<file path="config.mk">
export PLATFORM = sky130hd
export DESIGN_NAME = sc_random_arbiter
export DESIGN_NICKNAME = d
export VERILOG_FILES = /design/src/rtl/sc_random_arbiter.sv
export SDC_FILE = /design/constraint.sdc
export NUM_CORES = 1
export LEC_CHECK = 0
export CAP_MARGIN = 20
export CORE_MARGIN = 2
export CORE_UTILIZATION = 30
export CTS_CLUSTER_SIZE = 16
export DETAILED_ROUTE_END_ITERATION = 6
export MAX_ROUTING_LAYER = met4
export REMOVE_ABC_BUFFERS = 1
export SLEW_MARGIN = 20
export SYNTH_ARGS = -nofsm -noshare
export SYNTH_HDL_FRONTEND = slang
export SYNTH_SLANG_ARGS = --single-unit
export TNS_END_PERCENT = 10
</file>
<file path="constraint.sdc">
create_clock -name SC_RANDOM_CLOCK_50 -period 5.2 [get_ports SC_RANDOM_CLOCK_50]
set_input_delay 1.04 -clock SC_RANDOM_CLOCK_50 [delete_from_list [all_inputs] [get_ports SC_RANDOM_CLOCK_50]]
set_output_delay 1.04 -clock SC_RANDOM_CLOCK_50 [all_outputs]
set_load 0.005 [all_outputs]
</file>
<file path="src/rtl/sc_random_arbiter.sv">
// sc_random_arbiter
// Shares one free-running random generator among four requesters. A sample is
// taken only when a requester asks, grants are spaced by at least RANDOM_GAP
// generator shifts, and an all-zero generator value triggers a reseed request.
module sc_random_arbiter #(
   parameter int RANDOM_DATAWIDTH = 8,
   parameter int RANDOM_GAP       = 8
) (
   input  logic                        SC_RANDOM_CLOCK_50,
   input  logic                        SC_RANDOM_RESET_InHigh,
   input  logic [RANDOM_DATAWIDTH-1:0] rnd_in,
   input  logic [3:0]                  req,
   output logic [3:0]                  ack,
   output logic [RANDOM_DATAWIDTH-1:0] data,
   output logic                        reseed,
   output logic                        busy
);

   typedef enum logic [1:0] {
      ST_IDLE    = 2'd0,
      ST_HOLDOFF = 2'd1,
      ST_STUCK   = 2'd2
   } state_t;

   // Hold-off reload value: the grant edge itself counts as the first shift.
   localparam logic [7:0] GAP_RELOAD  = 8'(RANDOM_GAP - 1);
   localparam bit         USE_HOLDOFF = (RANDOM_GAP > 1);

   state_t                      state_q, state_d;
   logic [1:0]                  ptr_q, ptr_d;
   logic [7:0]                  cnt_q, cnt_d;
   logic [3:0]                  stuckcnt_q, stuckcnt_d;
   logic [3:0]                  mask_q, mask_d;
   logic [3:0]                  ack_q, ack_d;
   logic [RANDOM_DATAWIDTH-1:0] data_q, data_d;
   logic                        reseed_q, reseed_d;
   logic                        busy_q;

   logic [3:0]                  eff_req_s;
   logic [2:0]                  pick_s;
   logic                        rnd_zero_s;

   // Round-robin search: returns {found, index}, nearest index after 'last' wins.
   // Scanning from the farthest candidate to the nearest lets the nearest overwrite.
   function automatic logic [2:0] rr_pick(input logic [3:0] eff, input logic [1:0] last);
      logic [2:0] res;
      logic [1:0] idx;
      res = 3'b000;
      for (int k = 4; k >= 1; k--) begin
         idx = last + 2'(k);
         if (eff[idx]) begin
            res = {1'b1, idx};
         end else begin
            res = res;
         end
      end
      return res;
   endfunction

   assign eff_req_s  = req & ~mask_q;
   assign pick_s     = rr_pick(eff_req_s, ptr_q);
   assign rnd_zero_s = (rnd_in == {RANDOM_DATAWIDTH{1'b0}});

   // Next-state logic: zero lock-up check overrides every state, then the FSM.
   always_comb begin
      state_d    = state_q;
      ptr_d      = ptr_q;
      cnt_d      = cnt_q;
      stuckcnt_d = stuckcnt_q;
      mask_d     = 4'b0000;
      ack_d      = 4'b0000;
      data_d     = data_q;
      reseed_d   = 1'b0;
      if (rnd_zero_s) begin
         if (state_q == ST_STUCK) begin
            stuckcnt_d = stuckcnt_q + 4'd1;
            reseed_d   = (stuckcnt_q == 4'd15);
         end else begin
            state_d    = ST_STUCK;
            stuckcnt_d = 4'd0;
            reseed_d   = 1'b1;
         end
      end else begin
         case (state_q)
            ST_IDLE: begin
               if (pick_s[2]) begin
                  ack_d  = 4'b0001 << pick_s[1:0];
                  mask_d = 4'b0001 << pick_s[1:0];
                  data_d = rnd_in;
                  ptr_d  = pick_s[1:0];
                  if (USE_HOLDOFF) begin
                     cnt_d   = GAP_RELOAD;
                     state_d = ST_HOLDOFF;
                  end else begin
                     state_d = ST_IDLE;
                  end
               end else begin
                  state_d = ST_IDLE;
               end
            end
            ST_HOLDOFF: begin
               // cnt of zero cannot occur, but exiting there keeps the FSM from stalling.
               if (cnt_q <= 8'd1) begin
                  cnt_d   = 8'd0;
                  state_d = ST_IDLE;
               end else begin
                  cnt_d   = cnt_q - 8'd1;
                  state_d = ST_HOLDOFF;
               end
            end
            ST_STUCK: begin
               stuckcnt_d = stuckcnt_q + 4'd1;
               cnt_d      = 8'd0;
               state_d    = ST_IDLE;
            end
            default: begin
               state_d = ST_IDLE;
            end
         endcase
      end
   end

   // State and output registers, cleared asynchronously by the system reset.
   always_ff @(posedge SC_RANDOM_CLOCK_50 or posedge SC_RANDOM_RESET_InHigh) begin
      if (SC_RANDOM_RESET_InHigh) begin
         state_q    <= ST_IDLE;
         ptr_q      <= 2'd3;
         cnt_q      <= 8'd0;
         stuckcnt_q <= 4'd0;
         mask_q     <= 4'b0000;
         ack_q      <= 4'b0000;
         data_q     <= {RANDOM_DATAWIDTH{1'b0}};
         reseed_q   <= 1'b0;
         busy_q     <= 1'b0;
      end else begin
         state_q    <= state_d;
         ptr_q      <= ptr_d;
         cnt_q      <= cnt_d;
         stuckcnt_q <= stuckcnt_d;
         mask_q     <= mask_d;
         ack_q      <= ack_d;
         data_q     <= data_d;
         reseed_q   <= reseed_d;
         busy_q     <= (state_d != ST_IDLE);
      end
   end

   assign ack    = ack_q;
   assign data   = data_q;
   assign reseed = reseed_q;
   assign busy   = busy_q;

endmodule
</file>
Word-level counts from Yosys, hierarchy flattened
Cells that the tools add are included.

word-level totals
  bits in registers = 30
  bits of input ports = 14
  output and inout bits = 14
  logic and storage cells = 61

cells by class
  add/sub/neg operators = 5
  order comparisons = 5
  equality and inequality tests = 4
  shift-type cells = 1
  mux-type cells = 28
  bitwise logic cells = 3
  reduce and logical (&&, ||, !) cells = 7

operators by type and width
  kind                                                             number
  2-to-1 mux 4 bit                                                 6
  case mux 8 bit (3 select lines)                                  1
  2-to-1 mux 8 bit                                                 2
  less-than comparator 2 x 3 -> 1 bit (second input constant)      4
  2-to-1 mux 3 bit                                                 4
  binary-select mux 1 bit (select 2 bit)                           4
  less-or-equal comparator 8 x 1 -> 1 bit (second input constant)  1
  zero test 8 bit                                                  1
  2-to-1 mux 1 bit                                                 8
  subtractor 8 x 1 -> 8 bit (second input constant)                1
  AND reduction 3 bit                                              2
  adder 2 bit (second input constant)                              2
  adder 4 x 1 -> 4 bit (second input constant)                     1
  bitwise AND 4 bit                                                1
  equality test 4 bit (second input constant)                      1
  2-to-1 mux 2 bit                                                 2
  inverter 4 bit                                                   1
  case mux 2 bit (2 select lines)                                  1
  nonzero test 2 bit                                               2
  << shifter 1 x 2 -> 4 bit (first input constant)                 1
  nonzero test 3 bit                                               1
  adder 2 x 1 -> 2 bit (second input constant)                     1
  equality test 2 x 1 -> 1 bit (second input constant)             1
  equality test 2 bit (second input constant)                      1
  3 further kinds                                                  3

Logic depth before layout (Yosys ltp)
Gate-level depths: netlist of the first run.

  depth after elaboration = 12
  mapped depth = 7
  gate-level depth less buffers = 7

Worst setup path after synthesis of the first run
No wires, ideal clock.

  path type = input to register
  start point = input port req[2]
  end point = register cnt_q[3]
  library setup time = 121 ps
  data arrival time = 2303 ps
  required time = 5079 ps
  setup slack = 2776 ps
  cell stages on the path = 5
  path buffers = 0
  path through = nor2b_1 -> nor2_1 -> a311oi_1 -> o21ai_1 -> a22o_1

on the way
  longest elaborated chain between the ends = 9
  elaborated cells between the ends (all ways) = 15
  those cells by class = eq/ne (1); mux (12); bitwise (1); reduce/logical (1)

RTL lines
  what                                        RTL line  text
  from (decl)                                 12        input logic [3:0] req,
  bitwise AND 4 bit (*)                       60        assign eff_req_s = req & ~mask_q;
  binary-select mux 1 bit (select 2 bit)      51        if (eff[idx]) begin
  2-to-1 mux 1 bit (implied by the code)      51
  2-to-1 mux 3 bit (3 in series)              51
  2-to-1 mux 3 bit (*)                        51
  inequality test 2 bit (no source line) (*)  -
  AND reduction 3 bit (no source line) (*)    -
  to (signal assigned)                        138       cnt_q <= cnt_d;
  to (decl)                                   31        logic [7:0] cnt_q, cnt_d;

Every way passes the cells marked *; elsewhere a longest branch is shown, timed or not. The select of a mux whose other input is x is not followed.
A chain may end at the register's enable or synchronous reset.

Worst setup path after layout of the first run
  start point = input port req[2]
  end point = register data_q[4] (netlist: data[4])

on the way
  longest elaborated chain between the ends = 8
  elaborated cells between the ends (all ways) = 14
  those cells by class = mux (12); bitwise (1); reduce/logical (1)

RTL lines
  what                                      RTL line  text
  bitwise AND 4 bit (*)                     60
  binary-select mux 1 bit (select 2 bit)    51
  2-to-1 mux 1 bit (implied by the code)    51
  2-to-1 mux 3 bit (3 in series)            51
  2-to-1 mux 3 bit (*)                      51
  AND reduction 3 bit (no source line) (*)  -
  to (signal assigned)                      132       data_q <= {RANDOM_DATAWIDTH{1'b0}};
  to (signal assigned)                      142       data_q <= data_d;
  to (decl)                                 35        logic [RANDOM_DATAWIDTH-1:0] data_q, data_d;

Marks and branches as above.

==> impl_results.md, run 1 <==
- Status: finished, final reports clean
- Net Switching: 399.6 uW
- Final #Nets: 200
- Power Density: 591.6 nW/um^2
- YS warnings: 0
- Final clock skew: 0.004738 ns
- Initial antenna violation count: 0
- Top-count cell post-synth: dfrtp_1
- Die Wd: 75.57 um
- CTS tree: yes
- Cell Int Power: 802.6 uW
- IR drop worst, VDD: 0.2113 mV
- Sequential group share of total power: 33.1%
- All-Layer GR Usage: 12.42%
- Yosys top cell by area: dfrtp_1
- Clock slew at reported path FFs: 0.06 ns
- Crit Path Max Fanout: 12
- Post-CTS setup buffer count: 0
- CTS Hold Buffers Added: 0
- I/O Buffers: 27
- Routability cong.: 0.7723
- Routed WL: 3054 um
- Top_reg_cell synth: dfrtp_1
- Fillers: 507
- Final TNS setup: 0 ns
- Sequential area share after synthesis: 49.02%
- Starting Density: 30.67%
- Post-cts sizing count: 0
- Core area: 5010 sq um
- Sink Count: 30
- Critical path startpoint category: input port
- Hold path depth: 1
- Area of the mapped netlist: 1536 sq um
- Combinational Power Share: 42.6%
- Root buf cell: clkbuf_8
- Fmax: 345.1 MHz
- Die Area: 5710 sq um
- Required time of the worst setup path: 5.37 ns
- Vias in the first global route: 1120
- Die Y: 75.57 um
- Switching Fraction: 33.24%
- Largest net degree at the start of global routing: 31
- Share of synthesized registers carrying an async set or reset: 100.0%
- Area taken by multi-input logic gates: 748.2 sq um
- TritonCTS buffer count: 5
- First-pass GRT wire length: 5119 um
- Fin crit period: 2.898 ns
- DRC: 0
- Detailed Place HPWL: 2267 um
- R2r worst-path depth: 4
- Slew HR: 43.16%
- Period Utilization, post-route: 55.72%
- Post-synth top cells: dfrtp_1 (28), nor2_1 (19), o21ai_0 (13)
- Setup violators final: 0
- Post-synthesis register bit count: 30
- ANT cells: 0
- Wire per inst: 12.17 um
- Number of enable flip-flop cells after synthesis: 0
- Critical path class: input port to flop
- Vias per cell: 4.841
- # IOs: 28
- Syn avg cell area: 10.38 sq um
- Clock Latency Late Sink: 0.28 ns
- Grt ovf: 0
- Post-synthesis cell count: 148
- Synth top area share: 45.60%
- Worst-margin pin slew: 0.8494 ns
- Clock Power Share: 24.2%
- Crit end category: flop
- Worst min path class: flop to flop
- Hold Violations, Final: 0
- Largest cells by area after synthesis: dfrtp_1 (46%), mux2_2 (7.3%), ha_1 (4.9%), nor2_1 (4.6%), o21ai_0 (4.2%)
- Leakage power: 0.0008689 uW
- Layout cell share with drive strength beyond 1: 14.92%
- Post-synthesis cell type count: 39
- Critical Path AT: 3.06 ns
- Post-DRT Antenna Nets: 0
- P&R area growth vs syn: 32.25%
- Fin cells: 251
- RSZ-0062 raised after global routing: false
- Placed Instances: 243
- Rows: 26
- Final Max Slew Viols: 0
- Vias: 1215
- Final core area utilization: 40.56%
- Maximum root-to-sink buffer count: 2
- DR iter-0 viols: 61
- Worst hold slack: 0.4729 ns
- Register area: 753.2 sq um
- Max-cap violations: 0
- Maximum level of the CTS H-tree: 2
- Total iterations of the first detailed-routing run: 4
path summary, 6_finish.rpt:
path | startpoint | endpoint | slack [ns]
max reg2reg | cnt_q[3] | cnt_q[2] | 3.13
max in group asynchronous | SC_RANDOM_RESET_InHigh | ptr_q[1] | 3.76
min in group asynchronous | SC_RANDOM_RESET_InHigh | data[6] | 1.13
min | stuckcnt_q[3] | stuckcnt_q[3] | 0.47
min reg2reg | stuckcnt_q[3] | stuckcnt_q[3] | 0.47
max | req[2] | data[4] | 2.30
cell type report:
type                    instances  share of cell area, %
flip-flops and latches         30                  37.07
multi-input cells             109                  36.82
repair buffers                 28                  13.67
well taps                      70                  4.310
clock buffers                   6                  4.064
clock inverters                 2                  2.956
inverters                       6                  1.108
placed cells by master (no fill, tap or decap), types with 2 or more instances in the layout:
cell type	instances
nand3_1	2
nor2_1	19
a21oi_1	6
nor3_1	4
o41ai_1	4
nor4_1	2
a22o_1	2
and2_1	2
nand2_1	8
dfrtp_1	28
dfstp_2	2
o21ai_0	13
clkbuf_8	6
o22ai_1	3
ha_1	6
inv_1	6
nor2b_1	4
nand2b_1	5
mux2_2	10
clkdlybuf4s50_1	27
bufinv_16	2
state kept, by name, summed over array words and instances, names as in the netlist:
name	count
ack	4
busy	1
cnt_q	8
data	8
ptr_q	2
reseed	1
state_q	2
stuckcnt_q	4
cell families (layout without fill, tap and decap cells):
group	Yosys count	after routing	share of synthesized area, %
and+or+nand+nor	54	54	17.67
AOI/OAI and AO/OA	38	38	18.16
DFF	30	30	49.02
muxes	11	11	7.981
buffers and inverters	9	42	2.280
adders and majority gates	6	6	4.886
layer usage:
layer	GRT usage, %	up-vias	part of all wire [%]
li1	-	605	-
met5	-	-	0
met4	5.848	0	2.0
met1	16.74	571	51
met2	16.62	33	42
met3	4.233	6	5.2
power by group through the flow:
stage	registers (uW)	logic, uW	clock network [uW]
6_report	398	512	291
5_1_grt	413	572	310
3_3_place_gp	403	505	0
2_1_floorplan	393	345	0
4_1_cts	399	517	302
3_5_place_dp	402	515	0
stage by stage:
| step | setup slack [ns] | total power (uW) | cell area, sq um |
|---|---|---|---|
| after floorplan | 2.772 | 737.9 | 1524 |
| after global placement | 1.993 | 908.5 | 1889 |
| after detailed placement | 2.008 | 916.9 | 1889 |
| after CTS | 2.311 | 1218 | 2032 |
| after global routing | 2.084 | 1296 | 2032 |
| final | 2.302 | 1202 | 2032 |
critical path, stage by stage:
cell and delay [ns]:
clkdlybuf4s50_1 0.47, nor2b_1 0.30, o41ai_1 0.17, nor2_1 0.67, mux2_2 0.41
Power figures use the tool's default switching activity.
==> run 2, diff against run 1 <==
==> constraint.sdc (replaced) <==
create_clock -name SC_RANDOM_CLOCK_50 -period 2.5 [get_ports SC_RANDOM_CLOCK_50]
set_input_delay 0.5 -clock SC_RANDOM_CLOCK_50 [delete_from_list [all_inputs] [get_ports SC_RANDOM_CLOCK_50]]
set_output_delay 0.5 -clock SC_RANDOM_CLOCK_50 [all_outputs]
set_load 0.005 [all_outputs]
==> run 2 against run 1 <==
  * Final area is 0.86% higher
  * Cell count is 2.0% higher
  * Hold slack worse by 0.0019 ns
  * Die area stayed put
  * Setup slack worse by 2.0 ns
  * Global-route usage is 0.21 points higher
  * Critical endpoint is now cnt_q[6]
  * Largest cell class unchanged
  * Non-clock buffer count is 5 higher
  * Flip-flop and latch count stayed put
  * Combinational power is 120% higher
  * Largest power group unchanged
  * Register-to-register slack worse by 2.7 ns
==> impl_results.md, run 2 (same netlist as run 1, synthesis figures left out) <==
- Required time of the worst setup path: 2.67 ns (-2.70 ns)
- Hold Violations, Final: 0 (unchanged)
- Die Area: 5710 sq um (unchanged)
- Sink Count: 30 (unchanged)
- DRC: 0 (unchanged)
- Core area: 5010 sq um (unchanged)
- Total power: 2395 uW (+99%)
- Status: finished, final reports clean
- Rows: 26 (unchanged)
- Delay-heaviest family, CP: simple AND/OR/NAND/NOR gates
- Commonest non-fill, non-tap cell in the layout: dfrtp_1
- Critical path class: input port to flop
- Critical Path Source: req[3]
- Starting Density: 30.67% (unchanged)
- Clock Power Share: 19.1% (-5.1 points)
- Switching Fraction: 34.88% (+1.6 points)
- ANT cells: 0 (unchanged)
- Leakage power: 0.0008836 uW (+1.7%)
- TritonCTS buffer count: 5 (unchanged)
- Net Switching: 835.3 uW (+110%)
- Max-cap violations: 0 (unchanged)
- First-pass GRT wire length: 5292 um (+3.4%)
- Final #Nets: 205 (+2.5%)
- Critical Path AT: 2.34 ns (-0.72 ns)
- Crit Path Max Fanout: 5 (-7)
- Crit end category: flop
- Grt ovf: 0 (unchanged)
- Most frequent cells in the layout: dfrtp_1 (28), clkdlybuf4s50_1 (27), nor2_1 (19)
- Vias: 1213 (-0.16%)
- RSZ-0062 raised after global routing: false
- Area taken by multi-input logic gates: 748.2 sq um (unchanged)
- Final Max Slew Viols: 0 (unchanged)
- Period Utilization, post-route: 86.84%
- Critical R2R Launch: cnt_q[3]
- Initial antenna violation count: 0 (unchanged)
- Crit path cell chain: clkdlybuf4s50_1 -> nor2b_1 -> nor2_1 -> a311o_1 -> or2_2 -> o41ai_1
- Sequential group share of total power: 34.6% (+1.5 points)
- Total iterations of the first detailed-routing run: 4 (unchanged)
- Fmax: 460.6 MHz
- Die Y: 75.57 um (unchanged)
- Routed WL: 3073 um (+0.62%)
- Bufs and invs on worst path: 1 (unchanged)
- Post-DRT Antenna Nets: 0 (unchanged)
- Max incr delay on CP: 0.47 ns (-0.20 ns)
- Register area: 753.2 sq um (unchanged)
- Hold path startpoint: stuckcnt_q[3]
- Fillers: 500 (-1.4%)
- Fin crit period: 2.171 ns
- DR iter-0 viols: 75 (+23%)
- CTS Hold Buffers Added: 0 (unchanged)
- CTS tree: yes
- Largest net degree at the start of global routing: 31 (unchanged)
- Routability cong.: 0.8384 (+8.6%)
- Wire per inst: 12.00 um (-1.3%)
- Final TNS setup: 0 ns (unchanged)
- Setup violators final: 0 (unchanged)
- IR drop worst, VDD: 0.5807 mV (+170%)
- All-Layer GR Usage: 12.62% (+0.21 points)
- Layout cell share with drive strength beyond 1: 17.20% (+2.3 points)
- # IOs: 28 (unchanged)
- Detailed Place HPWL: 2282 um (+0.67%)
- Post-CTS setup buffer count: 0 (unchanged)
- Slowest-stage cell, CP: clkdlybuf4s50_1
- Maximum root-to-sink buffer count: 2 (unchanged)
- Final clock skew: 0.002443 ns (-0.002294 ns)
- Critical path startpoint category: input port
- Clock Latency Late Sink: 0.27 ns (about the same)
- Vias per cell: 4.738 (-2.1%)
- Slew HR: 67.67% (+25 points)
- Power Density: 1168 nW/um^2 (+97%)
- Die Wd: 75.57 um (unchanged)
- Root buf cell: clkbuf_8
- I/O Buffers: 27 (unchanged)
- Worst-margin pin slew: 0.4798 ns (-0.3697 ns)
- P&R area growth vs syn: 33.39%
- Vias in the first global route: 1161 (+3.7%)
- Combinational Power Share: 46.3% (+3.7 points)
- Maximum level of the CTS H-tree: 2 (unchanged)
- Cell Int Power: 1559 uW (+94%)
- Clock slew at reported path FFs: 0.06 ns (about the same)
- Post-cts sizing count: 0 (unchanged)
- Worst min path class: flop to flop
==> run 2: cell count changes in the layout (fill, tap and decap cells not counted) <==
cell and delta:
buf_12 +1, clkbuf_8 +2, bufinv_16 -2, buf_4 +4
==> run 2: worst paths after layout <==
check / end / slack, ns / cells after the start
worst max-delay path: cnt_q[6] / 0.33 / 6
worst min-delay path: stuckcnt_q[3] / 0.47 / 1
worst max register to register: cnt_q[2] / 0.45 / 4
worst min register to register: stuckcnt_q[3] / 0.47 / 1
max in group asynchronous: ptr_q[0] / 1.71 / 3
min in group asynchronous: stuckcnt_q[1] / 0.56 / 3
==> run 2: final cells by class <==
cell class | count | area share (%)
multi-input cells | 109 | 36.51
well taps | 70 | 4.273
inverters | 6 | 1.099
repair buffers | 33 | 16.00
flip-flops and latches | 30 | 36.75
clock buffers | 8 | 5.372
==> run 2: per-layer routing <==
layer | track usage (%) | vias to the layer above | routed length, um
met2 | 18.45 | 35 | 1314
met5 | - | - | 0
li1 | - | 615 | -
met1 | 16.85 | 559 | 1582
met3 | 3.836 | 4 | 158
met4 | 3.899 | 0 | 18
==> run 2: power groups by stage <==
| stage | sequential [uW] | combinational [uW] | clock (uW) |
|---|---|---|---|
| after detailed placement | 836 | 1110 | 0 |
| after CTS | 829 | 1120 | 471 |
| after global placement | 834 | 1110 | 0 |
| after floorplan | 818 | 717 | 0 |
| final | 827 | 1110 | 458 |
| after global routing | 862 | 1240 | 492 |
==> run 2: through the flow <==
step                cells  worst slack, ns  instance area, sq um  hold WS, ns  util (%)
floorplan             145           0.6120                  1524       0.4512         -
global placement      248          0.08252                  1939       0.4671     38.71
detailed placement    248          0.04686                  1939       0.4672     38.71
CTS                   256           0.3333                  2049       0.4759     40.91
global route          256           0.1799                  2049       0.5218     40.91
finish                256           0.3290                  2049       0.4710     40.91
==> run 3, diff against run 2 <==
--- a/config.mk
+++ b/config.mk
@@ -11,6 +11,7 @@
 export CTS_CLUSTER_SIZE = 16
 export DETAILED_ROUTE_END_ITERATION = 6
 export MAX_ROUTING_LAYER = met4
+export RECOVER_POWER = 100
 export REMOVE_ABC_BUFFERS = 1
 export SLEW_MARGIN = 20
 export SYNTH_ARGS = -nofsm -noshare
==> run 3 against run 2 <==
  * Setup slack got worse by 0.088 ns
  * Critical path depth decreased by 2
  * Critical endpoint is now cnt_q[2]
  * Power decreased by 3.8%
  * Hold slack about the same
  * First-iteration DRC count decreased by 13%
  * Clock-buffer cell count unchanged
  * Critical path type is now flop to flop
  * Clock skew about the same
  * Largest power group unchanged
  * Clock power about the same
  * Die area unchanged
  * Via count increased by 0.58%
  * Non-clock buffer count unchanged
  * Maximum frequency decreased by 3.9%
==> impl_results.md, run 3 (same netlist as run 1, synthesis figures left out) <==
- DR iter-0 viols: 65 (-13%)
- I/O Buffers: 27 (unchanged)
- Final clock skew: 0.002495 ns (+0.00005182 ns)
- Total iterations of the first detailed-routing run: 4 (unchanged)
- Routed WL: 3059 um (-0.46%)
- Grt ovf: 0 (unchanged)
- Met3 Track Usage GR: 3.836% (unchanged)
- Setup violators final: 0 (unchanged)
- Met1 Resource Use GR: 16.85% (unchanged)
- Final TNS setup: 0 ns (unchanged)
- CTS Hold Buffers Added: 0 (unchanged)
- Power Density: 1136 nW/um^2 (-2.8%)
- RSZ-0062 raised after global routing: false
- Max-cap violations: 0 (unchanged)
- Worst hold slack: 0.4710 ns (+0.00001400 ns)
- Switching Fraction: 35.06% (+0.18 points)
- All-Layer GR Usage: 12.62% (unchanged)
- Required time of the worst setup path: 2.66 ns (about the same)
- Critical path class: flop to flop
- Die Wd: 75.57 um (unchanged)
- CTS tree: yes
- Rows: 26 (unchanged)
- P&R area growth vs syn: 31.92%
- Largest net degree at the start of global routing: 31 (unchanged)
- Clock slew at reported path FFs: 0.06 ns (about the same)
- Critical Path AT: 2.42 ns (+0.08 ns)
- DRC: 0 (unchanged)
- Sink Count: 30 (unchanged)
- # IOs: 28 (unchanged)
- Net Switching: 807.2 uW (-3.4%)
- Critical path startpoint category: flop
- Leakage power: 0.0009037 uW (+2.3%)
- Wire per inst: 11.95 um (-0.46%)
- Sequential group share of total power: 35.4% (+0.8 points)
- Maximum root-to-sink buffer count: 2 (unchanged)
- Total power: 2303 uW (-3.8%)
- Post-DRT Antenna Nets: 0 (unchanged)
- Initial antenna violation count: 0 (unchanged)
- Layout cell share with drive strength beyond 1: 16.13% (-1.1 points)
- Cell Int Power: 1495 uW (-4.1%)
- Fmax: 442.6 MHz (-3.9%)
- Die Area: 5710 sq um (unchanged)
- Hold Violations, Final: 0 (unchanged)
- Period Utilization, post-route: 90.38% (+3.5 points)
- IR drop worst, VDD: 0.5580 mV (-3.9%)
- Crit end category: flop
- Combinational Power Share: 44.7% (-1.6 points)
- Vias per cell: 4.766 (+0.58%)
- Most frequent cells in the layout: dfrtp_1 (28), nor2_1 (19), dlygate4sd3_1 (16)
- Crit Path Max Fanout: 7 (+2)
- Vias in the first global route: 1161 (unchanged)
- Routability cong.: 0.8384 (unchanged)
- Fin crit period: 2.259 ns (+0.08848 ns)
- Maximum level of the CTS H-tree: 2 (unchanged)
- Core area: 5010 sq um (unchanged)
- Slew HR: 11.82% (-56 points)
- Worst setup margin: 0.2405 ns (-0.08848 ns)
- Status: finished, final reports clean
- Post-cts sizing count: 0 (unchanged)
- Final Max Slew Viols: 0 (unchanged)
- Detailed Place HPWL: 2282 um (unchanged)
- Final #Nets: 205 (unchanged)
- ANT cells: 0 (unchanged)
- Root buf cell: clkbuf_8
- Starting Density: 30.67% (unchanged)
- Clock Latency Late Sink: 0.27 ns (about the same)
- Top Usage Layer GRT: met2
- Vias: 1220 (+0.58%)
- Commonest non-fill, non-tap cell in the layout: dfrtp_1
- Met2 usage: 18.45% (unchanged)
- Worst min path class: flop to flop
- First-pass GRT wire length: 5292 um (unchanged)
- Post-CTS setup buffer count: 0 (unchanged)
- Clock Power Share: 19.9% (+0.8 points)
- Worst-margin pin slew: 1.323 ns (+0.8430 ns)
- Dpl ws: 0.04686 ns (unchanged)
- Die Y: 75.57 um (unchanged)
- R2R setup slack: 0.24 ns (-0.21 ns)
- TritonCTS buffer count: 5 (unchanged)
- Final core area utilization: 40.46% (-0.45 points)
## run 3: worst paths after layout
check	from	to	cells after the start
max reg2reg	cnt_q[3]	cnt_q[2]	4
min in group asynchronous	SC_RANDOM_RESET_InHigh	data[6]	3
min reg2reg	stuckcnt_q[3]	stuckcnt_q[3]	1
max	cnt_q[3]	cnt_q[2]	4
min	stuckcnt_q[3]	stuckcnt_q[3]	1
max in group asynchronous	SC_RANDOM_RESET_InHigh	cnt_q[7]	3
## run 3: critical path, cell delays in order (launching register included)
cell and delay [ns]:
dfrtp_1 0.45, or4_1 0.65, o41ai_2 0.61, o22ai_1 0.17, a22o_1 0.27
## run 3: stage by stage
step	instance area (sq um)	cells
after floorplan	1524	145
after global placement	1939	248
after CTS	2049	256
after global routing	2027	256
final	2027	256
after detailed placement	1939	248
## run 3: final cells by class
class / instances / area [sq um]
multi-input cells: 109 / 733.2
well taps: 70 / 87.58
repair buffers: 33 / 320.3
flip-flops and latches: 30 / 753.2
inverters: 6 / 22.52
fillers: 501 / 2983
clock buffers: 8 / 110.1
## run 3: layer usage
metal  routed length (um)  vias to the layer above
met5                    0                        -
met4                   18                        0
met3                  150                        4
met2                 1337                       32
met1                 1552                      569
li1                     -                      615
## run 3: power groups by stage
stage          Clock (uW)  Sequential (uW)  Combinational, uW
2_1_floorplan           0              818                717
3_3_place_gp            0              834               1110
3_5_place_dp            0              836               1110
4_1_cts               471              829               1120
5_1_grt               492              851               1160
6_report              458              815               1030
